$ cat config.mk
export PLATFORM = sky130hd
export DESIGN_NAME = boundary_scan_register
export DESIGN_NICKNAME = d
export VERILOG_FILES = /design/src/rtl/boundary_scan_register.sv
export SDC_FILE = /design/constraint.sdc
export NUM_CORES = 1
export LEC_CHECK = 0
export ABC_AREA = 1
export CAP_MARGIN = 20
export CELL_PAD_IN_SITES_DETAIL_PLACEMENT = 1
export CELL_PAD_IN_SITES_GLOBAL_PLACEMENT = 1
export CORE_MARGIN = 1.5
export CORE_UTILIZATION = 40
export CTS_CLUSTER_SIZE = 28
export DETAILED_ROUTE_END_ITERATION = 8
export DONT_BUFFER_PORTS = 1
export PLACE_DENSITY_LB_ADDON = 0.1
export SYNTH_ARGS = -nofsm -noshare
export SYNTH_HDL_FRONTEND = slang
export SYNTH_SLANG_ARGS = --single-unit
$ cat constraint.sdc
create_clock -name TCK -period 1.9 [get_ports TCK]
set_clock_uncertainty 0.15 [all_clocks]
set_input_delay 0.475 -clock TCK [delete_from_list [all_inputs] [get_ports TCK]]
set_output_delay 0.475 -clock TCK [all_outputs]
set_load 0.05 [all_outputs]
$ cat src/rtl/boundary_scan_register.sv
// Boundary-scan register: 8-bit capture/shift chain (bsr) with a parallel
// update latch (upd). Cells [3:0] sit between device pins and core inputs,
// cells [7:4] between core outputs and device pins; bit 0 feeds TDO.
// Optional feature macro: BSR_BYPASS_EN adds a 1-bit bypass register that is
// selected by the BYPASS instruction. Without it, BYPASS behaves as SAMPLE.
module boundary_scan_register (
  input  logic       TCK,
  input  logic       TRST,
  input  logic       TDI,
  output logic       TDO,
  input  logic       capture_dr,
  input  logic       shift_dr,
  input  logic       update_dr,
  input  logic [1:0] instr,
  input  logic [3:0] pin_in,
  output logic [3:0] core_in,
  input  logic [3:0] core_out,
  output logic [3:0] pin_out
);

  typedef enum logic [1:0] {
    INSTR_BYPASS = 2'b00,
    INSTR_SAMPLE = 2'b01,
    INSTR_EXTEST = 2'b10,
    INSTR_INTEST = 2'b11
  } instr_e;

  instr_e     op;
  logic       bsr_sel;
  logic [7:0] bsr;
  logic [7:0] upd;

  assign op = instr_e'(instr);

`ifdef BSR_BYPASS_EN
  logic byp;

  assign bsr_sel = (op != INSTR_BYPASS);

  // Bypass bit: captures 0, shifts TDI; only active while BYPASS is selected
  always_ff @(posedge TCK) begin
    if (TRST) begin
      byp <= 1'b0;
    end else if (!bsr_sel) begin
      if (capture_dr) begin
        byp <= 1'b0;
      end else if (shift_dr) begin
        byp <= TDI;
      end
    end
  end
`else
  assign bsr_sel = 1'b1;
`endif

  // Scan chain and update latch; capture beats shift beats update
  always_ff @(posedge TCK) begin
    if (TRST) begin
      bsr <= '0;
      upd <= '0;
    end else if (capture_dr) begin
      if (bsr_sel) begin
        bsr <= {core_out, pin_in};
      end
    end else if (shift_dr) begin
      if (bsr_sel) begin
        bsr <= {TDI, bsr[7:1]};
      end
    end else if (update_dr) begin
      upd <= bsr;
    end
  end

  // Serial output and pin/core muxes, all combinational on instr
  always_comb begin
`ifdef BSR_BYPASS_EN
    TDO = bsr_sel ? bsr[0] : byp;
`else
    TDO = bsr[0];
`endif
    core_in = (op == INSTR_INTEST) ? upd[3:0] : pin_in;
    pin_out = (op == INSTR_EXTEST) ? upd[7:4] : core_out;
  end

endmodule

== After elaboration in Yosys (flattened, before gate mapping) ==
Index checks and enable logic that the tools add are counted.
Storage, ports and cells
  register bits: 16
  memory bits (writable): 0
  bits in read-only memories: 0
  logic and storage cells: 12
  memories: 0
  bits in latches: 0
  input bits: 16
Operators by class
  divide/modulo/power cells: 0
  shifts and indexed selects: 0
  mux-type cells: 4
  $add $sub $neg: 0
  bitwise gates (word level): 2
  reduce and logical (&&, ||, !) cells: 2
  eq/ne operators: 2
  magnitude comparators: 0
  multiply operators: 0
Operators by type and width (number)
  two-way mux 8 bit: 2
  two-way mux 4 bit: 2
  equality test 2 bit (second input constant): 2
  AND reduction 3 bit: 1
  NOT 1 bit: 2
  nonzero test 2 bit: 1

== Logic depth before layout (Yosys ltp) ==
  word-level depth: 2
  depth in mapped cells: 7
  mapped depth without buffers: 5

== Worst setup path before layout ==
No wires, ideal clock.
  kind: input to output
  from: input instr[0]
  to: output pin_out[0]
  arrival time: 1.738 ns
  stages on the path: 3
  slack: -0.463 ns
  cell sequence: inv_1 > nand2_1 > o21ai_0
Between the ends
  word-level cells in the longest chain between the ends: 2
Ends and longest elaborated chain
  start, declared: RTL line 14  | input logic [1:0] instr,
  equality test 2 bit: RTL line 82  | pin_out = (op == INSTR_EXTEST) ? upd[7:4] : core_out;
  two-way mux 4 bit: RTL line 82
  end, declared: RTL line 18  | output logic [3:0] pin_out
No other way between the ends.

== Final worst setup path ==
  from: input instr[0]
  to: output core_in[1]
Between the ends
  word-level cells in the longest chain between the ends: 2
Ends and longest elaborated chain
  equality test 2 bit: RTL line 81  | core_in = (op == INSTR_INTEST) ? upd[3:0] : pin_in;
  two-way mux 4 bit: RTL line 81
  end, declared: RTL line 16  | output logic [3:0] core_in,
No other way between the ends.

==> out/results.md <==
| Metric | This run | Unit |
|---|---|---|
| Inserted Clock Buffers | 3 | - |
| Number of max-slew violations in the final report | 0 | - |
| CTS tree | built | - |
| Number of design rule violations left after detail routing | 0 | - |
| Worst voltage drop across the vdd grid | 0.347 | mV |
| Worst path arrival time | 1110 | ps |
| Number of synthesized register bits | 16 | - |
| Final count of negative-setup-slack endpoints | 0 | - |
| Top-Level Pins | 25 | - |
| Number of nets with antenna violations after routing | 0 | - |
| Cell count after synthesis | 139 | - |
| Starting utilization of the core area | 0.432 | - |
| CTS root buf | sky130_fd_sc_hd__clkbuf_4 | - |
| Std-Cell Core Area | 0.00198 | mm2 |
| Total number of vias | 825 | - |
| Worst hold-check path type | in2reg | - |
| Total inserted antenna cells | 0 | - |
| Fraction of the core area covered by cells at the end of the flow | 0.492 | - |
| Combinational Power Share | 0.212 | - |
| Startpoint kind of the worst setup timing path | input pin | - |
| P_leak | 0.536 | nW |
| Sum of overflow across all layers after global routing | 0 | - |
| Hold buffer count at cts | 0 | - |
| Power share of the sequential group | 0.486 | - |
| Post-synthesis instance area | 857 | um2 |
| Layout Nets | 164 | - |
| Power density relative to cell area | 794 | mW/mm2 |
| Time the worst path needs with I/O delays and setup | 1740 | ps |
| Final routed wire length divided by cell count | 12.2 | um |
| HPWL after DPL | 1530 | um |
| Synthesized net count | 155 | - |
| Dominant cells by area after synthesis | sky130_fd_sc_hd__dfxtp_1, sky130_fd_sc_hd__nand2_1, sky130_fd_sc_hd__inv_1 | - |
| Syn Area/Cell | 6.17 | um2 |
| Total chip power | 0.775 | mW |
| Unique masters post-synth | 13 | - |
| Buffer levels on the longest clock path | 2 | - |
| Cell types with the highest counts after synthesis | sky130_fd_sc_hd__nand2_1, sky130_fd_sc_hd__inv_1, sky130_fd_sc_hd__nor2_1 | - |
| Cells resized by post-CTS repair | 0 | - |
| FMAX | 576 | MHz |
| 1st-iter DRT viols | 12 | - |
| Hold Fails Final Rpt | 0 | - |
| Critical Setup Path Class | in2out | - |
| Fill cell count | 284 | - |
| Relative area change from synthesis to final layout | 13.9 | % |
| Ys async rst share | 0 | - |
| Width of the die | 49.3 | um |
| Actual transition at the worst max-transition pin | 539 | ps |
| Result of the run | completed | - |
| Number of placement rows | 16 | - |
| Count of TritonRoute iterations in the first routing pass | 4 | - |
| Max-cap viol count | 0 | - |
| Clock network latency to the later pin of the worst-skew pair | 300 | ps |
| Worst-path fanout max | 8 | - |
| Setup repair after global routing missed its margin | false | - |
| Net switching power | 0.246 | mW |
| Sequential cell area fraction in the yosys report | 0.374 | - |
| Pin count of the biggest net entering global routing | 18 | - |
| Leading area contributor after synthesis | sky130_fd_sc_hd__dfxtp_1 | - |
| Setup fix buffers added after clock tree synthesis | 0 | - |
| Worst endpoint required time | 1270 | ps |
| # port buffers | 0 | - |
| Switch share | 0.318 | - |
| Final total negative setup slack | 0 | ps |
| Number of global-route vias before repair | 780 | - |
| Clock transition at path regs | 100 | ps |
| First-pass GRT wire length | 3540 | um |
| Synth Warn # | 0 | - |
| Clock network power share | 0.302 | - |
| Antenna violations before repair | 0 | - |
| Ratio of cells with drive above 1 in the final layout | 0.122 | - |
| Total routed wirelength | 2120 | um |
| Top-count cell post-synth | sky130_fd_sc_hd__nand2_1 | - |
| Die height | 49.3 | um |
| Die Outline Area | 0.00243 | mm2 |
| Kind of capture point of the worst setup path | primary output | - |
| Maximum level of the CTS H-tree | 1 | - |
| Internal portion of total power | 0.529 | mW |
| Sinks on Clock Net | 16 | - |
| Fin crit share | 0.913 | - |
| Total global routing track utilization | 0.192 | - |
| Placer's final routability congestion estimate | 0.711 | - |
| Number of vias per cell | 4.74 | - |
| Synth Flop Type | sky130_fd_sc_hd__dfxtp_1 | - |
| Share of the synthesized area in the top cell type | 0.374 | - |
| Number of enable flip-flop cells after synthesis | 0 | - |
| Max-slew headroom at the worst pin | 0.640 | - |
==> worst paths after layout <==
kind	slack (ps)	from	cells past startpoint	end
worst max-delay path	160	instr[0]	4	core_in[1]
worst min-delay path	160	TRST	3	bsr[7]
worst max register to register	730	bsr[0]	4	bsr[0]
worst min register to register	370	bsr[7]	2	upd[7]
==> flip-flops by register name, indices dropped and copies added (netlist names) <==
register	cells
upd	8
bsr	8
==> layout by cell type, fill, tap and decap left out <==
| cell | count |
|---|---|
| sky130_fd_sc_hd__inv_1 | 27 |
| sky130_fd_sc_hd__nand2_2 | 2 |
| sky130_fd_sc_hd__clkbuf_4 | 3 |
| sky130_fd_sc_hd__nand2_4 | 1 |
| sky130_fd_sc_hd__nor3_1 | 8 |
| sky130_fd_sc_hd__o21ai_1 | 6 |
| sky130_fd_sc_hd__nand2_1 | 40 |
| sky130_fd_sc_hd__nor2_8 | 1 |
| sky130_fd_sc_hd__dfxtp_1 | 16 |
| sky130_fd_sc_hd__buf_12 | 1 |
| sky130_fd_sc_hd__buf_4 | 7 |
| sky130_fd_sc_hd__o21ai_2 | 2 |
| sky130_fd_sc_hd__a21oi_1 | 8 |
| sky130_fd_sc_hd__clkbuf_8 | 1 |
| sky130_fd_sc_hd__nor2_1 | 24 |
==> final cells by class <==
class | instances | area [um2] | area share
multi-input combinational | 92 | 412 | 0.422
sequential | 16 | 320 | 0.328
inverter | 27 | 101 | 0.104
timing repair buffer | 8 | 72.6 | 0.0744
clock buffer | 4 | 36.3 | 0.0372
tap | 27 | 33.8 | 0.0346
==> per-stage QoR <==
step	instances	cell area, um2	hold slack (ps)	worst slack, ps
2_1_floorplan	139	865	327	-101
3_3_place_gp	170	940	346	197
3_5_place_dp	170	940	353	163
4_1_cts	174	976	150	161
5_1_grt	174	976	159	73.2
6_report	174	976	157	165
==> per-layer routing <==
metal	vias to the layer above	track usage	wire length (um)
met5	-	0	0
met4	0	0.0857	46
met3	5	0.0307	97
met2	19	0.311	988
met1	374	0.250	983
li1	427	-	-
==> critical path, cell delays in order <==
cell and delay [ps]:
sky130_fd_sc_hd__nand2_1 230, sky130_fd_sc_hd__nand2_1 120, sky130_fd_sc_hd__o21ai_2 70, sky130_fd_sc_hd__buf_4 210
==> logic make-up (layout without fill, tap and decap cells) <==
group,after synthesis,in the layout,share of synthesized area
compound gates,16,16,0.0934
buf+inv,31,39,0.155
simple gates,76,76,0.378
flops,16,16,0.374
==> power by group through the flow <==
stage	logic, mW	clock network [mW]	registers, mW
6_report	0.164	0.234	0.377
5_1_grt	0.183	0.256	0.380
4_1_cts	0.166	0.242	0.377
3_5_place_dp	0.165	0	0.384
3_3_place_gp	0.159	0	0.384
2_1_floorplan	0.134	0	0.381
Power figures use the tool's default switching activity.
